## src/rtl/pam4_pkg.sv

```systemverilog
// Shared PAM-4 definitions: symbol type, Gray mapping and nominal level codes
// used by the TX packer, the level encoder and the RX slicer.
package pam4_pkg;

  localparam int PAM4_SYM_W = 2;

  typedef logic [PAM4_SYM_W-1:0] pam4_sym_t;

  localparam logic signed [7:0] PAM4_LVL_N3 = -8'sd84;
  localparam logic signed [7:0] PAM4_LVL_N1 = -8'sd28;
  localparam logic signed [7:0] PAM4_LVL_P1 = 8'sd28;
  localparam logic signed [7:0] PAM4_LVL_P3 = 8'sd84;

  localparam logic [0:0] ST_IDLE = 1'b0;
  localparam logic [0:0] ST_EMIT = 1'b1;

  // Gray coding keeps adjacent PAM-4 levels one bit apart.
  function automatic pam4_sym_t gray_enc(input pam4_sym_t b);
    return {b[1], b[1] ^ b[0]};
  endfunction

  function automatic pam4_sym_t gray_dec(input pam4_sym_t g);
    return {g[1], g[1] ^ g[0]};
  endfunction

endpackage

```

## src/rtl/byte_sync_fifo.sv

```systemverilog
// Single-clock FIFO with occupancy count; no write while full, reads from empty
// are ignored, and the read data is the current head entry (show-ahead).
module byte_sync_fifo #(
  parameter int DATA_W = 8,
  parameter int DEPTH  = 4
) (
  input  logic                       clk,
  input  logic                       rst,
  input  logic                       wr_en_i,
  input  logic [DATA_W-1:0]          wr_data_i,
  input  logic                       rd_en_i,
  output logic [DATA_W-1:0]          rd_data_o,
  output logic                       full_o,
  output logic                       empty_o,
  output logic [$clog2(DEPTH+1)-1:0] level_o
);

  localparam int AW = (DEPTH > 1) ? $clog2(DEPTH) : 1;
  localparam int LW = $clog2(DEPTH+1);

  logic [DATA_W-1:0] mem_q [DEPTH];
  logic [AW-1:0]     wptr_q;
  logic [AW-1:0]     rptr_q;
  logic [LW-1:0]     level_q;
  logic              wr_fire;
  logic              rd_fire;

  assign full_o    = (level_q == LW'(DEPTH));
  assign empty_o   = (level_q == '0);
  assign level_o   = level_q;
  assign rd_data_o = mem_q[rptr_q];
  assign wr_fire   = wr_en_i && !full_o;
  assign rd_fire   = rd_en_i && !empty_o;

  // Pointers wrap naturally because DEPTH is a power of two.
  always_ff @(posedge clk) begin
    if (rst) begin
      wptr_q  <= '0;
      rptr_q  <= '0;
      level_q <= '0;
    end else begin
      if (wr_fire) wptr_q <= wptr_q + AW'(1);
      if (rd_fire) rptr_q <= rptr_q + AW'(1);
      case ({wr_fire, rd_fire})
        2'b10:   level_q <= level_q + LW'(1);
        2'b01:   level_q <= level_q - LW'(1);
        default: level_q <= level_q;
      endcase
    end
  end

  always_ff @(posedge clk) begin
    if (wr_fire) mem_q[wptr_q] <= wr_data_i;
  end

endmodule

```

## src/rtl/pam4_symbol_packer.sv

```systemverilog
// Byte-to-PAM-4 serializer: buffers bytes, splits each into four 2-bit symbols
// and emits one registered symbol/valid pulse per SYMBOL_PERIOD clocks.
module pam4_symbol_packer
  import pam4_pkg::*;
#(
  parameter int FIFO_DEPTH    = 4,
  parameter int SYMBOL_PERIOD = 1,
  parameter int GRAY_EN       = 1,
  parameter int MSB_FIRST     = 1
) (
  input  logic                            clk,
  input  logic                            rst,
  input  logic [7:0]                      byte_in,
  input  logic                            byte_in_valid,
  output logic                            byte_in_ready,
  input  logic                            enable,
  output logic [1:0]                      symbol_out,
  output logic                            symbol_out_valid,
  output logic [$clog2(FIFO_DEPTH+1)-1:0] fifo_level,
  output logic                            busy
);

  localparam int CW = (SYMBOL_PERIOD > 1) ? $clog2(SYMBOL_PERIOD) : 1;

  logic [0:0]    state_q, state_d;
  logic [7:0]    byte_q, byte_d;
  logic [1:0]    idx_q, idx_d;
  logic [CW-1:0] cnt_q, cnt_d;
  pam4_sym_t     sym_q, sym_d;
  logic          vld_q, vld_d;
  logic          pop;
  logic          tick;
  logic [7:0]    fifo_data;
  logic          fifo_full;
  logic          fifo_empty;

  function automatic pam4_sym_t pick_sym(input logic [7:0] b, input logic [1:0] n);
    logic [1:0] pos;
    pos = (MSB_FIRST != 0) ? 2'd3 - n : n;
    return b[{pos, 1'b0} +: 2];
  endfunction

  function automatic pam4_sym_t map_sym(input pam4_sym_t s);
    return (GRAY_EN != 0) ? gray_enc(s) : s;
  endfunction

  byte_sync_fifo #(
    .DATA_W (8),
    .DEPTH  (FIFO_DEPTH)
  ) u_fifo (
    .clk       (clk),
    .rst       (rst),
    .wr_en_i   (byte_in_valid),
    .wr_data_i (byte_in),
    .rd_en_i   (pop),
    .rd_data_o (fifo_data),
    .full_o    (fifo_full),
    .empty_o   (fifo_empty),
    .level_o   (fifo_level)
  );

  assign tick = (cnt_q == '0);

  // Rate counter free-runs through byte boundaries so symbol spacing never stretches.
  always_comb begin
    state_d = state_q;
    byte_d  = byte_q;
    idx_d   = idx_q;
    cnt_d   = cnt_q;
    sym_d   = sym_q;
    vld_d   = 1'b0;
    pop     = 1'b0;
    if (enable) begin
      if (state_q == ST_IDLE) begin
        if (!fifo_empty) begin
          pop     = 1'b1;
          byte_d  = fifo_data;
          idx_d   = 2'd0;
          cnt_d   = '0;
          state_d = ST_EMIT;
        end
      end else begin
        cnt_d = (cnt_q == CW'(SYMBOL_PERIOD-1)) ? '0 : cnt_q + CW'(1);
        if (tick) begin
          sym_d = map_sym(pick_sym(byte_q, idx_q));
          vld_d = 1'b1;
          if (idx_q == 2'd3) begin
            if (!fifo_empty) begin
              pop    = 1'b1;
              byte_d = fifo_data;
              idx_d  = 2'd0;
            end else begin
              state_d = ST_IDLE;
            end
          end else begin
            idx_d = idx_q + 2'd1;
          end
        end
      end
    end
  end

  always_ff @(posedge clk) begin
    if (rst) begin
      state_q <= ST_IDLE;
      byte_q  <= '0;
      idx_q   <= '0;
      cnt_q   <= '0;
      sym_q   <= '0;
      vld_q   <= 1'b0;
    end else begin
      state_q <= state_d;
      byte_q  <= byte_d;
      idx_q   <= idx_d;
      cnt_q   <= cnt_d;
      sym_q   <= sym_d;
      vld_q   <= vld_d;
    end
  end

  assign byte_in_ready    = !fifo_full;
  assign symbol_out       = sym_q;
  assign symbol_out_valid = vld_q;
  assign busy             = (state_q == ST_EMIT) || (fifo_level != '0);

endmodule

```

## config.mk

```make
export PLATFORM = sky130hd
export DESIGN_NAME = pam4_symbol_packer
export DESIGN_NICKNAME = d
export VERILOG_FILES = /design/src/rtl/pam4_pkg.sv /design/src/rtl/byte_sync_fifo.sv /design/src/rtl/pam4_symbol_packer.sv
export SDC_FILE = /design/constraint.sdc
export NUM_CORES = 1
export LEC_CHECK = 0
export BUFFER_PORTS_ARGS = -buffer_cell sky130_fd_sc_hd__buf_4
export CAP_MARGIN = 10
export CORE_MARGIN = 3
export CORE_UTILIZATION = 58
export CTS_BUF_LIST = sky130_fd_sc_hd__clkbuf_8
export DETAILED_ROUTE_END_ITERATION = 16
export PLACE_DENSITY = 0.78
export SYNTH_ARGS = -nofsm -noshare
export SYNTH_HDL_FRONTEND = slang
export SYNTH_SLANG_ARGS = --single-unit
export TNS_END_PERCENT = 1
```

## constraint.sdc

```tcl
create_clock -name clk -period 3.5 [get_ports clk]
set_input_delay 0.35 -clock clk [delete_from_list [all_inputs] [get_ports clk]]
set_output_delay 0.35 -clock clk [all_outputs]
set_load 0.005 [all_outputs]
```

* Word-level counts from Yosys, hierarchy flattened
Memory sizes are Yosys's and may differ from the RTL's. A register that Yosys moved wholly into a read port is not among the register bits. Index checks and enable logic that the tools add are counted.
Storage, ports and cells: register bits 22, RAM bits 32, logic and storage cells 67, memories 1
Cells by class: add/sub/neg operators 7, eq/ne operators 7, shift operators 1, mux-type cells 25, bitwise logic cells 4, reduce and logical (&&, ||, !) cells 13
Memories:
- u_fifo.mem_q | depth 4, bits a word 8, read ports 1, clocked after memory_dff 1, wr ports 1, RTL line byte_sync_fifo.sv:21 | logic [DATA_W-1:0] mem_q [DEPTH];
Operator list (number):
- 8-bit two-way mux | 4
- 1-bit two-way mux | 14
- 2-bit two-way mux | 6
- 8-bit by 4-bit indexed part select with 2-bit output | 1
- 2-bit by 1-bit adder with 2-bit output, second input constant | 3
- 3-bit one-hot mux with 2 select lines | 1
- 3-bit AND reduction | 2
- 2-bit equality test, second input constant | 2
- 2-bit != test, second input constant | 2
- 2-bit AND reduction | 2
- 3-bit by 1-bit adder with 3-bit output, second input constant | 1
- 3-bit equality test, second input constant | 1
- 3-bit logical NOT | 1
- 1-bit NOT | 3
- 3-bit nonzero test | 1
- 3-bit OR reduction | 1
- 3-bit by 1-bit subtractor with 3-bit output, second input constant | 1
- 2-bit by 1-bit equality test with 1-bit output, second input constant | 1
- 1-bit logical AND | 2
- 1-bit logical NOT | 2
- 2-bit by 1-bit != test with 1-bit output, second input constant | 1
- 2-bit nonzero test | 1
- 2-bit subtractor, first input constant | 1
- 1-bit adder, second input constant | 1
- other kinds (2) | 2

* Longest topological paths before layout
Gate-level depths: netlist (run 1).
depth after elaboration 9, gate-level depth with buffers 9, mapped depth without buffers 9

* Modules after synthesis
A second synthesis (run 1) with hierarchy kept.
Unflattened totals: cells, all modules 162, area total of the unflattened synthesis 2283.4 um^2
By module, submodules not included:
- byte_sync_fifo | instances 1, cells an instance 96, area each 1635.3 um^2, sequential area each 1141.1 um^2
- pam4_symbol_packer | instances 1, cells an instance 66, area each 648.1 um^2, sequential area each 280.3 um^2

* Worst setup path after synthesis (run 1)
No wires, ideal clock.
path kind register to register, start point reg u_fifo.level_q[0] (netlist: u_fifo.level_o[0]), end point reg u_fifo.level_q[2] (netlist: u_fifo.level_o[2]), library setup time 0.071 ns, arrival 2.249 ns, path slack 1.180 ns, cell stages (with the launch flop) 9, path buffers 0, period minus slack after synthesis 2.320 ns, path through dfxtp_1 or3_4 nand3_4 inv_4 ha_1 fa_1 xnor2_1 or3_2 a21oi_1
On the way: word-level cells in the longest chain between the ends 9, elaborated cells on any way between the ends 17, those cells by class add/sub (2); eq/ne (3); mux (6); reduce/logical (6)
Ends and longest elaborated chain:
- from (decl) | RTL line byte_sync_fifo.sv:24 | logic [LW-1:0] level_q;
- from (signal assigned) | RTL line byte_sync_fifo.sv:45 | 2'b10: level_q <= level_q + LW'(1);
- from (signal assigned) | RTL line byte_sync_fifo.sv:46 | 2'b01: level_q <= level_q - LW'(1);
- from (signal assigned) | RTL line byte_sync_fifo.sv:47 | default: level_q <= level_q;
- 3-bit logical NOT (*) | RTL line byte_sync_fifo.sv:29 | assign empty_o = (level_q == '0);
- 1-bit two-way mux | RTL line pam4_symbol_packer.sv:75, pam4_symbol_packer.sv:88
- 1-bit two-way mux | RTL line pam4_symbol_packer.sv:87 | if (idx_q == 2'd3) begin
- 1-bit two-way mux | RTL line pam4_symbol_packer.sv:84 | if (tick) begin
- 1-bit two-way mux | RTL line pam4_symbol_packer.sv:74 | if (state_q == ST_IDLE) begin
- 1-bit two-way mux | RTL line pam4_symbol_packer.sv:73 | if (enable) begin
- 1-bit logical AND (*) | RTL line byte_sync_fifo.sv:33 | assign rd_fire = rd_en_i && !empty_o;
- named net u_fifo.rd_fire | RTL line byte_sync_fifo.sv:26 | logic rd_fire;
- 2-bit by 1-bit equality test with 1-bit output or 2-bit equality test (tied branches) | RTL line byte_sync_fifo.sv:44 | case ({wr_fire, rd_fire})
- 3-bit one-hot mux with 2 select lines or 2-bit nonzero test (tied branches)
The timed path passes the listed nets; every way through them passes the cells marked *. A chain may end at the register's enable or synchronous reset.

* Worst setup path after layout (run 1)
start point reg idx_q[0], end point reg u_fifo.level_q[2] (netlist: u_fifo.level_o[2])
On the way: word-level cells in the longest chain between the ends 8, elaborated cells on any way between the ends 10, those cells by class eq/ne (3); mux (5); reduce/logical (2)
Ends and longest elaborated chain:
- from (decl) | RTL line pam4_symbol_packer.sv:27 | logic [1:0] idx_q, idx_d;
- from (signal assigned) | RTL line pam4_symbol_packer.sv:114 | idx_q <= idx_d;
- 2-bit equality test (*) | RTL line pam4_symbol_packer.sv:87
- 1-bit two-way mux (*) | RTL line pam4_symbol_packer.sv:87
- 1-bit two-way mux (*) | RTL line pam4_symbol_packer.sv:84
- 1-bit two-way mux (*) | RTL line pam4_symbol_packer.sv:74
- 1-bit two-way mux (*) | RTL line pam4_symbol_packer.sv:73
- 1-bit logical AND (*) | RTL line byte_sync_fifo.sv:33
- named net u_fifo.rd_fire | RTL line byte_sync_fifo.sv:26
- 2-bit by 1-bit equality test with 1-bit output or 2-bit equality test (tied branches) | RTL line byte_sync_fifo.sv:44
- 3-bit one-hot mux with 2 select lines or 2-bit nonzero test (tied branches)
Marks and branches as above.

==> load_flow_metrics.sql, run 1 <==
INSERT INTO impl_metrics (metric_group, metric, value, unit) VALUES
('logic_synthesis', 'yosysWarningCount', '0', ''),
('drt', 'drt_iter0_drc', '70', ''),
('die', 'core_ar', '3520', 'sq um'),
('logic_synthesis', 'post_synth_instance_area', '2220', 'sq um'),
('die', 'die-width', '67.9', 'microns'),
('global_route', 'grt_start_max_net_pins', '23', ''),
('clocking', 'root_buffer', 'sky130_fd_sc_hd__clkbuf_8', ''),
('sta', 'fin_setup_tns', '0', 'ns'),
('setup_path', 'path_buf_inv', '1', ''),
('drt', 'avgViaCountPerCell', '5.62', ''),
('logic_synthesis', 'synthArstFlopShare', '0', '%'),
('finish', 'antenna_cells', '0', ''),
('clocking', 'cts.htree.levels', '2', ''),
('placed_design', 'io_buffer_count', '19', ''),
('run_status', 'outcome', 'complete, no violations', ''),
('logic_synthesis', 'mappedNetlistNets', '174', ''),
('clocking', 'worst_setup_hold_path_clk_slew', '0.09', 'ns'),
('setup_path', 'crit_path_end_kind', 'register', ''),
('logic_synthesis', 'synthDistinctLibCells', '34', ''),
('logic_synthesis', 'ys_ff_latch', '55', ''),
('placed_design', 'gp_congestion', '0.782', ''),
('pwr', 'max-vdd-ir-drop', '389', 'uV'),
('setup_path', 'r2r_cells', '9', ''),
('finish', 'final_cell_area', '2510', 'sq um'),
('drt', 'finalWirelength', '3640', 'microns'),
('clocking', 'clock_path_buffers', '2', ''),
('pwr', 'power.density_cell_area', '670', 'nW/um^2'),
('logic_synthesis', 'synth_area_per_cell', '14.3', 'sq um'),
('clocking', 'cts_inserted_buffers', '5', ''),
('logic_synthesis', 'synth_seq_area_share', '63.9', '%'),
('setup_path', 'worst_ep_required_time', '3.74', 'ns'),
('sta', 'max_freq', '0.400', 'GHz'),
('run', 'max_cap_viol_count', '0', ''),
('placed_design', 'place_hpwl', '2620', 'microns'),
('sta', 'final-hold-violation-count', '0', ''),
('clocking', 'cts_setup_buffers', '0', ''),
('global_route', 'grt_antenna_before_repair', '0', ''),
('global_route', 'vias_in_the_first_global_route', '1337', ''),
('clocking', 'clock_latency', '0.30', 'ns'),
('sta', 'skew', '0.00470', 'ns'),
('setup_path', 'maximum_cell_stage_delay_along_the_critical_path', '0.42', 'ns'),
('global_route', 'globalRouteTotalUtil', '19.0', '%'),
('drt', 'detail-route-antenna-nets', '0', ''),
('die', 'die_ar', '4610', 'sq um'),
('logic_synthesis', 'synthCells', '155', ''),
('setup_path', 'worstSetupStartpointType', 'register', ''),
('setup_path', 'timing.critical_path.fanout_max', '10', ''),
('sta', 'relSlewSlack', '65.0', '%'),
('placed_design', 'placedInstanceArea', '2410', 'sq um'),
('die', 'die_y', '67.9', 'microns'),
('sta', 'timing.final.crit_share', '71.4', '%'),
('pwr', 'total_leakage_power', '0.925', 'nW'),
('sta', 'number_of_setup_violations_in_the_final_report', '0', ''),
('setup_path', 'criticalPathCategory', 'register to register', ''),
('logic_synthesis', 'synth_enable_flop_cells', '32', ''),
('clocking', 'clkSinkCount', '55', ''),
('die', 'initial_cell_density_of_the_core', '63.1', '%'),
('drt', 'post-route-drc-count', '0', ''),
('setup_path', 'worstSetupPathDepth', '9', ''),
('min_path', 'worst_hold_path_type', 'input port to register', ''),
('setup_path', 'crit_chain', 'ha_1 -> nand2b_1 -> nand3_4 -> inv_4 -> ha_1 -> fa_1 -> xnor2_1 -> or3_2 -> a21oi_1', ''),
('drt', 'dr_total_vias', '1259', ''),
('setup_path', 'crit_slowest_cell', 'sky130_fd_sc_hd__or3_2', ''),
('die', 'design.portCount', '20', ''),
('min_path', 'min_path_cells', '1', ''),
('setup_path', 'cpMostUsedCell', 'sky130_fd_sc_hd__ha_1', ''),
('global_route', 'grt-ovfl-total', '0', ''),
('setup_path', 'worst-endpoint-arrival', '2.74', 'ns'),
('drt', 'firstDrtPassIters', '4', ''),
('clocking', 'cts_tree', 'yes', ''),
('finish', 'layout-drive-gt1-share', '29.8', '%'),
('clocking', 'cts_repair_resize_count', '0', ''),
('setup_path', 'timing.critical_path.max_delay_family', 'adder cells', ''),
('sta', 'finalMaxSlewViolations', '0', ''),
('global_route', 'grt_pass1_wl', '6150', 'microns'),
('sta', 'period_needed', '2.50', 'ns'),
('clocking', 'cts.hold.buffers_added', '0', ''),
('finish', 'area_growth_syn_to_layout', '12.9', '%'),
('drt', 'avgRoutedWirePerCell', '16.2', 'microns'),
('sta', 'grt_setup_unrepaired', 'no', ''),
('finish', 'design.final.nets', '196', ''),
('sta', 'max_slew.worst_pin.slew', '0.524', 'ns'),
('die', 'rows', '21', ''),
('logic_synthesis', 'dominantRegCellSynth', 'sky130_fd_sc_hd__edfxtp_1', '');
-- placed cells by master, fill, tap and decap left out --
cell type,count
sky130_fd_sc_hd__edfxtp_1,32
sky130_fd_sc_hd__dfxtp_1,23
sky130_fd_sc_hd__nand2_1,19
sky130_fd_sc_hd__buf_4,19
sky130_fd_sc_hd__a21oi_1,13
sky130_fd_sc_hd__nor2_1,11
sky130_fd_sc_hd__mux4_2,10
sky130_fd_sc_hd__clkbuf_8,7
sky130_fd_sc_hd__xor2_1,6
sky130_fd_sc_hd__ha_1,6
sky130_fd_sc_hd__and3_2,4
sky130_fd_sc_hd__inv_1,2
sky130_fd_sc_hd__nand2b_1,2
sky130_fd_sc_hd__xnor2_1,2
sky130_fd_sc_hd__nor3_1,2
sky130_fd_sc_hd__or3_4,1
sky130_fd_sc_hd__nand3_4,1
sky130_fd_sc_hd__inv_4,1
sky130_fd_sc_hd__or3b_4,1
sky130_fd_sc_hd__and2_4,1
sky130_fd_sc_hd__clkinv_4,1
sky130_fd_sc_hd__or2_2,1
sky130_fd_sc_hd__nor2b_1,1
sky130_fd_sc_hd__o21ai_2,1
sky130_fd_sc_hd__a22oi_1,1
sky130_fd_sc_hd__nand3_1,1
sky130_fd_sc_hd__o21ai_0,1
sky130_fd_sc_hd__or3_2,1
sky130_fd_sc_hd__nand4_1,1
sky130_fd_sc_hd__nand2_2,1
sky130_fd_sc_hd__a21oi_2,1
sky130_fd_sc_hd__xnor2_2,1
sky130_fd_sc_hd__mux2i_1,1
sky130_fd_sc_hd__fa_1,1
sky130_fd_sc_hd__clkinvlp_4,1
-- worst reg2reg max path: stages, from the launching register on --
cell and delay [ns]:
sky130_fd_sc_hd__dfxtp_1 0.37, sky130_fd_sc_hd__ha_1 0.26, sky130_fd_sc_hd__nand2b_1 0.20, sky130_fd_sc_hd__nand3_4 0.17
sky130_fd_sc_hd__inv_4 0.09, sky130_fd_sc_hd__ha_1 0.24, sky130_fd_sc_hd__fa_1 0.38, sky130_fd_sc_hd__xnor2_1 0.15
sky130_fd_sc_hd__or3_2 0.42, sky130_fd_sc_hd__a21oi_1 0.15
-- cell usage after synthesis, types with 3 or more instances --
cell type | number | share of area, %
sky130_fd_sc_hd__edfxtp_1 | 32 | 43
sky130_fd_sc_hd__and3_2 | 4 | 1.4
sky130_fd_sc_hd__nand2_1 | 19 | 3.2
sky130_fd_sc_hd__clkbuf_1 | 3 | 0.51
sky130_fd_sc_hd__mux4_2 | 10 | 10
sky130_fd_sc_hd__ha_1 | 6 | 3.4
sky130_fd_sc_hd__nor2_1 | 11 | 1.9
sky130_fd_sc_hd__a21oi_1 | 13 | 2.9
sky130_fd_sc_hd__dfxtp_1 | 23 | 21
sky130_fd_sc_hd__xor2_1 | 6 | 2.4
-- power by group --
| part | switching [mW] | internal (mW) |
|---|---|---|
| clock | 0.192 | 0.180 |
| sequential | 0.0938 | 0.785 |
| combinational | 0.196 | 0.234 |
| total | 0.482 | 1.20 |
-- sequential cells by signal, indices dropped and copies added, names as in the netlist, named ones only --
register and flops:
byte_q 8, idx_q 2, state_q 1, symbol_out 2, symbol_out_valid 1, u_fifo.level_o 3, u_fifo.mem_q 32, u_fifo.rptr_q 2
u_fifo.wptr_q 2
-- routing by layer --
metal | wire length [microns] | vias to the layer above | GRT usage [%]
met5 | 0 | - | 0
met4 | 63 | 0 | 8.19
met3 | 182 | 6 | 5.09
met2 | 1850 | 31 | 31.7
met1 | 1540 | 620 | 23.5
li1 | - | 602 | -
-- through the flow --
stage	util [%]	hold slack, ns	std cells	power, mW	setup slack, ns
after floorplan	-	0.419	155	1.20	1.18
after global placement	68.4	0.449	216	1.31	1.13
after detailed placement	68.4	0.455	216	1.33	1.04
after CTS	71.3	0.229	224	1.70	1.01
after global routing	71.3	0.224	224	1.78	0.847
final	71.3	0.241	224	1.68	1.00
-- worst paths after layout --
kind              slack (ns)                 end     startpoint
setup / recovery        1.00   u_fifo.level_o[2]       idx_q[0]
hold / removal          0.24  u_fifo.mem_q[3][0]     byte_in[0]
setup reg to reg        1.00   u_fifo.level_o[2]       idx_q[0]
hold reg to reg         0.46       symbol_out[1]  symbol_out[1]
-- area by class of cell --
class                   count  area [sq um]
fillers                   245          1010
flip-flops and latches     55          1420
clock buffers               7          96.3
repair buffers             19           143
inverters                   4          22.5
clock inverters             1          7.51
well taps                  46          57.6
multi-input cells          92           763
-- kinds of logic after synthesis --
| group | count (synthesis) | share of synthesized area, % |
|---|---|---|
| flops | 55 | 63.9 |
| simple gates | 48 | 11.3 |
| compound gates | 17 | 4.28 |
| mux | 11 | 10.6 |
| xor+xnor | 9 | 3.88 |
| buf+inv | 8 | 1.74 |
| fa+ha+maj | 7 | 4.28 |
No activity file was read; power rests on OpenSTA's default activity.
==> inputs of run 2 (changes only) <==
==> constraint.sdc (replaced) <==
create_clock -name clk -period 2.4 [get_ports clk]
set_input_delay 0.24 -clock clk [delete_from_list [all_inputs] [get_ports clk]]
set_output_delay 0.24 -clock clk [all_outputs]
set_load 0.005 [all_outputs]
==> load_flow_metrics.sql, run 2 (synthesis gave the netlist of run 1 again) <==
INSERT INTO impl_metrics (metric_group, metric, value, unit) VALUES
('run_status', 'outcome', 'complete, no violations', ''),
('sta', 'max_freq', '0.430', 'GHz'),
('setup_path', 'maximum_cell_stage_delay_along_the_critical_path', '0.43', 'ns'),
('finish', 'nFillCells', '241', ''),
('sta', 'skew', '0.00830', 'ns'),
('placed_design', 'dp_slack', '0.0587', 'ns'),
('pwr', 'power.density_cell_area', '976', 'nW/um^2'),
('placed_design', 'io_buffer_count', '19', ''),
('pwr', 'design_power_total', '2.47', 'mW'),
('drt', 'dr_total_vias', '1267', ''),
('finish', 'commonest_non_fill_non_tap_cell_in_the_layout', 'sky130_fd_sc_hd__edfxtp_1', ''),
('finish', 'design.final.nets', '199', ''),
('sta', 'max_slew.worst_pin.slew', '0.563', 'ns'),
('global_route', 'grt_antenna_before_repair', '0', ''),
('sta', 'relSlewSlack', '62.4', '%'),
('sta', 'hold_slack', '0.132', 'ns'),
('run', 'max_cap_viol_count', '0', ''),
('sta', 'fin_setup_tns', '0', 'ns'),
('setup_path', 'worst_ep_required_time', '2.64', 'ns'),
('sta', 'period_needed', '2.33', 'ns'),
('sta', 'timing.final.ws_setup', '0.0749', 'ns'),
('finish', 'layout.cells.non_filler', '227', ''),
('sta', 'timing.final.crit_share', '96.9', '%'),
('sta', 'final-hold-violation-count', '0', ''),
('sta', 'grt_setup_unrepaired', 'no', ''),
('die', 'initial_cell_density_of_the_core', '63.1', '%'),
('placed_design', 'gp_congestion', '0.738', ''),
('sta', 'finalMaxSlewViolations', '0', ''),
('finish', 'register_ranked_first_by_flip_flop_count', 'u_fifo.mem_q', ''),
('clocking', 'cts_tree', 'yes', ''),
('die', 'die-width', '67.9', 'microns'),
('placed_design', 'placed_cells_incl_taps', '219', ''),
('global_route', 'vias_in_the_first_global_route', '1299', ''),
('setup_path', 'rr_endpoint', 'u_fifo.level_o[2]', ''),
('finish', 'antenna_cells', '0', ''),
('setup_path', 'r2r_cells', '8', ''),
('setup_path', 'crit_slowest_cell', 'sky130_fd_sc_hd__or3_4', ''),
('finish', 'leading_cell_types_in_the_layout_fill_and_taps_excluded', '32 x sky130_fd_sc_hd__edfxtp_1, 22 x sky130_fd_sc_hd__buf_4, 21 x sky130_fd_sc_hd__dfxtp_1', ''),
('clocking', 'cts.hold.buffers_added', '0', ''),
('global_route', 'globalRouteTotalUtil', '19.1', '%'),
('setup_path', 'timing.critical_path.fanout_max', '5', ''),
('setup_path', 'crit_path_end_kind', 'register', ''),
('pwr', 'total_leakage_power', '0.944', 'nW'),
('setup_path', 'critPathLaunch', 'u_fifo.level_o[1]', ''),
('die', 'die_y', '67.9', 'microns'),
('sta', 'number_of_setup_violations_in_the_final_report', '0', ''),
('clocking', 'cts_inserted_buffers', '5', ''),
('finish', 'area_growth_syn_to_layout', '14.0', '%'),
('setup_path', 'worst-endpoint-arrival', '2.57', 'ns'),
('global_route', 'grt-ovfl-total', '0', ''),
('pwr', 'max-vdd-ir-drop', '535', 'uV'),
('placed_design', 'place_hpwl', '2620', 'microns'),
('finish', 'final_cell_area', '2530', 'sq um'),
('setup_path', 'worst-r2r-setup-slack', '0.07', 'ns'),
('die', 'design.portCount', '20', ''),
('global_route', 'grt_start_max_net_pins', '23', ''),
('drt', 'avgViaCountPerCell', '5.58', ''),
('clocking', 'root_buffer', 'sky130_fd_sc_hd__clkbuf_8', ''),
('drt', 'drt_iter0_drc', '59', ''),
('setup_path', 'rr_startpoint', 'u_fifo.level_o[1]', ''),
('finish', 'register_area', '1420', 'sq um'),
('global_route', 'grt_pass1_wl', '6180', 'microns'),
('drt', 'finalWirelength', '3690', 'microns'),
('drt', 'avgRoutedWirePerCell', '16.2', 'microns'),
('die', 'die_ar', '4610', 'sq um'),
('drt', 'firstDrtPassIters', '4', ''),
('finish', 'area_taken_by_multi_input_logic_gates', '766', 'sq um'),
('setup_path', 'worstSetupStartpointType', 'register', ''),
('finish', 'max_reg_flops', '32', ''),
('die', 'core_ar', '3520', 'sq um'),
('clocking', 'worst_setup_hold_path_clk_slew', '0.09', 'ns'),
('setup_path', 'endpoint', 'u_fifo.level_o[2]', ''),
('drt', 'post-route-drc-count', '0', ''),
('die', 'rows', '21', ''),
('clocking', 'clkSinkCount', '55', ''),
('min_path', 'worst_hold_path_type', 'input port to register', ''),
('placed_design', 'placedInstanceArea', '2430', 'sq um'),
('finish', 'fin_util', '72.0', '%'),
('clocking', 'clock_path_buffers', '2', ''),
('setup_path', 'criticalPathCategory', 'register to register', ''),
('drt', 'detail-route-antenna-nets', '0', ''),
('clocking', 'cts.htree.levels', '2', ''),
('setup_path', 'crit_chain', 'or3_4 -> nand3_4 -> inv_4 -> ha_1 -> fa_2 -> xnor2_1 -> or3_2 -> a21oi_1', ''),
('finish', 'layout-drive-gt1-share', '32.0', '%'),
('clocking', 'clock_latency', '0.30', 'ns');
==> run 2: cell types whose count changed in the layout (fill, tap and decap cells not counted) <==
cell	before	now
sky130_fd_sc_hd__inv_1	2	3
sky130_fd_sc_hd__clkinvlp_4	1	0
sky130_fd_sc_hd__dfxtp_1	23	21
sky130_fd_sc_hd__dfxtp_2	0	2
sky130_fd_sc_hd__fa_1	1	0
sky130_fd_sc_hd__fa_2	0	1
sky130_fd_sc_hd__buf_4	19	22
==> run 2: layer usage <==
layer | vias to the layer above | GRT usage (%) | wire length (microns)
met4 | 0 | 8.93 | 74
met1 | 626 | 24.1 | 1590
li1 | 609 | - | -
met3 | 6 | 4.93 | 137
met2 | 26 | 31.1 | 1890
met5 | - | 0 | 0
==> run 2: worst max-delay path, delay by kind of cell (launching register included) <==
family          cells  cell delay [ns]
buf+inv             1             0.04
flops               1             0.39
compound gates      1             0.15
simple gates        3             0.94
xor+xnor            1             0.14
fa+ha+maj           2             0.60
==> run 2: power breakdown <==
group | total [mW] | switching [mW] | internal [mW]
Clock | 0.531 | 0.272 | 0.259
Sequential | 1.29 | 0.143 | 1.15
Combinational | 0.653 | 0.291 | 0.362
==> run 2: final cells by class <==
| type | count | area share, % |
|---|---|---|
| inverter | 4 | 0.888 |
| clock buffer | 7 | 3.80 |
| timing repair buffer | 22 | 6.52 |
| sequential | 55 | 56.2 |
| clock inverter | 1 | 0.148 |
| tap | 46 | 2.27 |
| multi-input combinational | 92 | 30.2 |
==> run 2: timing repair <==
action | CTS | global route
hold endpoints to repair | 0 | 0
buffers inserted | 0 | 0
endpoints found under the setup margin | 0 | 1
gates resized for setup | 0 | 3
==> run 2: worst min path at each step <==
| stage | startpoint | endpoint | slack (ns) | cells past startpoint |
|---|---|---|---|---|
| 2_1_floorplan | rst | byte_q[0] | 0.31 | 1 |
| 3_3_place_gp | byte_in[5] | u_fifo.mem_q[1][5] | 0.44 | 1 |
| 3_5_place_dp | byte_in[2] | u_fifo.mem_q[2][2] | 0.44 | 1 |
| 4_1_cts | byte_in[5] | u_fifo.mem_q[0][5] | 0.12 | 1 |
| 5_1_grt | byte_in[0] | u_fifo.mem_q[1][0] | 0.12 | 1 |
| 6_report | byte_in[2] | u_fifo.mem_q[2][2] | 0.13 | 1 |
==> inputs of run 3 (changes only) <==
--- a/config.mk
+++ b/config.mk
@@ -5,6 +5,7 @@
 export SDC_FILE = /design/constraint.sdc
 export NUM_CORES = 1
 export LEC_CHECK = 0
+export ABC_AREA = 1
 export BUFFER_PORTS_ARGS = -buffer_cell sky130_fd_sc_hd__buf_4
 export CAP_MARGIN = 10
 export CORE_MARGIN = 3
==> load_flow_metrics.sql, run 3 <==
INSERT INTO impl_metrics (metric_group, metric, value, unit) VALUES
('sta', 'relSlewSlack', '70.7', '%'),
('logic_synthesis', 'synth_compound_area_share', '9.22', '%'),
('die', 'design.portCount', '20', ''),
('placed_design', 'io_buffer_count', '19', ''),
('die', 'die_y', '70.2', 'microns'),
('finish', 'max_reg_flops', '32', ''),
('die', 'die_ar', '4920', 'sq um'),
('clocking', 'cts_inserted_buffers', '5', ''),
('setup_path', 'crit_slowest_cell', 'sky130_fd_sc_hd__fa_1', ''),
('clocking', 'cts_tree', 'yes', ''),
('drt', 'drt_iter0_drc', '80', ''),
('drt', 'firstDrtPassIters', '6', ''),
('logic_synthesis', 'dominantRegCellSynth', 'sky130_fd_sc_hd__edfxtp_1', ''),
('setup_path', 'crit_path_end_kind', 'register', ''),
('sta', 'fin_setup_tns', '0', 'ns'),
('pwr', 'power.density_cell_area', '951', 'nW/um^2'),
('die', 'core_ar', '3830', 'sq um'),
('setup_path', 'worst-endpoint-arrival', '2.29', 'ns'),
('finish', 'leading_cell_types_in_the_layout_fill_and_taps_excluded', '49 x sky130_fd_sc_hd__nor2_1, 36 x sky130_fd_sc_hd__nand2_1, 32 x sky130_fd_sc_hd__edfxtp_1', ''),
('drt', 'dr_total_vias', '1633', ''),
('setup_path', 'timing.critical_path.fanout_max', '10', ''),
('logic_synthesis', 'cell_with_the_most_instances_after_synthesis', 'sky130_fd_sc_hd__nor2_1', ''),
('logic_synthesis', 'ys_ff_latch', '55', ''),
('global_route', 'globalRouteTotalUtil', '18.2', '%'),
('clocking', 'clkSinkCount', '55', ''),
('sta', 'final-hold-violation-count', '0', ''),
('placed_design', 'place_hpwl', '2920', 'microns'),
('run_status', 'outcome', 'complete, no violations', ''),
('clocking', 'cts.htree.levels', '2', ''),
('finish', 'area_growth_syn_to_layout', '11.1', '%'),
('logic_synthesis', 'netlist_top_cells_count', '49 x sky130_fd_sc_hd__nor2_1, 36 x sky130_fd_sc_hd__nand2_1, 32 x sky130_fd_sc_hd__edfxtp_1', ''),
('global_route', 'grt_start_max_net_pins', '18', ''),
('sta', 'max_freq', '0.479', 'GHz'),
('logic_synthesis', 'synth_area_per_cell', '9.71', 'sq um'),
('finish', 'register_ranked_first_by_flip_flop_count', 'u_fifo.mem_q', ''),
('placed_design', 'dp_slack', '0.140', 'ns'),
('finish', 'design.final.nets', '291', ''),
('setup_path', 'worstSetupStartpointType', 'register', ''),
('die', 'die-width', '70.2', 'microns'),
('logic_synthesis', 'post_synth_instance_area', '2390', 'sq um'),
('sta', 'max_slew.worst_pin.slew', '0.438', 'ns'),
('sta', 'grt_setup_unrepaired', 'no', ''),
('logic_synthesis', 'yosysWarningCount', '0', ''),
('sta', 'period_needed', '2.09', 'ns'),
('global_route', 'grt_pass1_wl', '7020', 'microns'),
('pwr', 'design_power_total', '2.52', 'mW'),
('setup_path', 'criticalPathCategory', 'register to register', ''),
('pwr', 'total_leakage_power', '1.11', 'nW'),
('clocking', 'clock_latency', '0.31', 'ns'),
('logic_synthesis', 'synthDistinctLibCells', '22', ''),
('logic_synthesis', 'synth_area_leaders', 'sky130_fd_sc_hd__edfxtp_1 40%, sky130_fd_sc_hd__dfxtp_1 19%, sky130_fd_sc_hd__nor2_1 7.7%', ''),
('die', 'rows', '22', ''),
('sta', 'finalMaxSlewViolations', '0', ''),
('sta', 'timing.final.crit_share', '86.9', '%'),
('clocking', 'clock_path_buffers', '2', ''),
('run', 'max_cap_viol_count', '0', ''),
('drt', 'finalWirelength', '4040', 'microns'),
('drt', 'avgViaCountPerCell', '5.09', ''),
('logic_synthesis', 'synth-xor-area-share', '0.733', '%'),
('logic_synthesis', 'synthDominantCellAreaShare', '40.2', '%'),
('pwr', 'max-vdd-ir-drop', '490', 'uV'),
('setup_path', 'maximum_cell_stage_delay_along_the_critical_path', '0.39', 'ns'),
('global_route', 'grt_antenna_before_repair', '0', ''),
('clocking', 'worst_setup_hold_path_clk_slew', '0.09', 'ns'),
('clocking', 'cts.hold.buffers_added', '0', ''),
('logic_synthesis', 'synth_enable_flop_cells', '32', ''),
('sta', 'timing.final.ws_setup', '0.314', 'ns'),
('logic_synthesis', 'post_synth_mux_area_share', '0', '%'),
('min_path', 'worst_hold_path_type', 'input port to register', ''),
('finish', 'layout-drive-gt1-share', '20.9', '%'),
('drt', 'post-route-drc-count', '0', ''),
('logic_synthesis', 'yosys.area_share.adder', '3.98', '%'),
('sta', 'number_of_setup_violations_in_the_final_report', '0', ''),
('clocking', 'root_buffer', 'sky130_fd_sc_hd__clkbuf_8', ''),
('logic_synthesis', 'mappedNetlistNets', '265', ''),
('logic_synthesis', 'synthArstFlopShare', '0', '%'),
('global_route', 'vias_in_the_first_global_route', '1490', ''),
('setup_path', 'crit_chain', 'ha_1 -> nor2_2 -> inv_2 -> nand3_4 -> inv_2 -> ha_1 -> fa_1 -> a21oi_1 -> o21ai_1 -> o21ai_1 -> a21oi_1', ''),
('global_route', 'grt-ovfl-total', '0', ''),
('placed_design', 'gp_congestion', '0.903', ''),
('setup_path', 'worst_ep_required_time', '2.60', 'ns'),
('logic_synthesis', 'synth_seq_area_share', '59.5', '%'),
('logic_synthesis', 'synth.largest_area_cell', 'sky130_fd_sc_hd__edfxtp_1', ''),
('die', 'initial_cell_density_of_the_core', '62.4', '%'),
('drt', 'avgRoutedWirePerCell', '12.6', 'microns'),
('sta', 'skew', '0.00486', 'ns'),
('logic_synthesis', 'synthSimpleGateAreaFrac', '19.6', '%'),
('drt', 'detail-route-antenna-nets', '0', ''),
('finish', 'fin_util', '69.4', '%'),
('logic_synthesis', 'synth_top_family_by_area', 'simple AND/OR/NAND/NOR gates', ''),
('finish', 'commonest_non_fill_non_tap_cell_in_the_layout', 'sky130_fd_sc_hd__nor2_1', ''),
('finish', 'antenna_cells', '0', ''),
('logic_synthesis', 'synthCells', '246', '');
-- run 3: changes by cell type in the layout (fill, tap and decap cells not counted), moves of 11 or more --
cell | previous run | this run
sky130_fd_sc_hd__inv_1 | 3 | 17
sky130_fd_sc_hd__nor2_2 | 0 | 11
sky130_fd_sc_hd__nor2_1 | 11 | 49
sky130_fd_sc_hd__o21ai_1 | 0 | 13
sky130_fd_sc_hd__o21ai_0 | 1 | 21
sky130_fd_sc_hd__nand2_1 | 19 | 36
-- run 3: path summary, 6_finish.rpt --
kind,endpoint,slack [ns],startpoint,depth (start not counted)
setup / recovery,u_fifo.level_o[2],0.31,idx_q[0],11
hold / removal,u_fifo.mem_q[2][2],0.12,byte_in[2],1
setup reg to reg,u_fifo.level_o[2],0.31,idx_q[0],11
hold reg to reg,symbol_out_valid,0.49,state_q,2
-- run 3: worst max-delay path: cells and delay by family (launching register included) --
| kind | cells | cell delay (ns) |
|---|---|---|
| adder cells (fa/ha/maj) | 3 | 0.85 |
| AO/OA/AOI/OAI | 4 | 0.40 |
| flip-flops | 1 | 0.37 |
| AND/OR/NAND/NOR | 2 | 0.22 |
| buffers and inverters | 2 | 0.14 |
-- run 3: through the flow --
stage          std cells  cell area, sq um  hold WS [ns]
2_1_floorplan        246              2390         0.309
3_3_place_gp         312              2550         0.442
3_5_place_dp         312              2550         0.443
4_1_cts              320              2640         0.121
5_1_grt              321              2650         0.108
6_report             321              2650         0.124
-- run 3: kinds of logic (layout without fill, tap and decap cells) --
logic type,count (synthesis),in the layout
DFF,55,55
AOI/OAI and AO/OA,44,44
adders and majority gates,7,7
and+or+nand+nor,108,108
buffers and inverters,30,57
xor gates and xnor gates,2,2
-- run 3: timing repair --
| item | in CTS | in global routing |
|---|---|---|
| buffers inserted | 0 | 1 |
| gates resized for setup | 0 | 4 |
| endpoints found under the setup margin | 0 | 1 |
-- run 3: routing by layer --
| metal | share of wire [%] | track usage [%] |
|---|---|---|
| met5 | 0 | 0 |
| met4 | 2.1 | 8.30 |
| met3 | 2.5 | 3.60 |
| met2 | 47 | 26.5 |
| met1 | 48 | 26.2 |
-- run 3: area by class of cell --
class | count | area [sq um]
tap | 48 | 60.1
sequential | 55 | 1420
clock inverter | 3 | 21.3
inverter | 24 | 90.1
multi-input combinational | 161 | 802
fill | 309 | 1170
timing repair buffer | 25 | 188
clock buffer | 5 | 68.8
-- run 3: power by group --
| group | leakage (nW) | internal (mW) | switching, mW | total (mW) |
|---|---|---|---|---|
| Sequential | 0.483 | 1.15 | 0.120 | 1.27 |
| Combinational | 0.578 | 0.307 | 0.445 | 0.752 |
| Clock | 0.0495 | 0.206 | 0.291 | 0.496 |
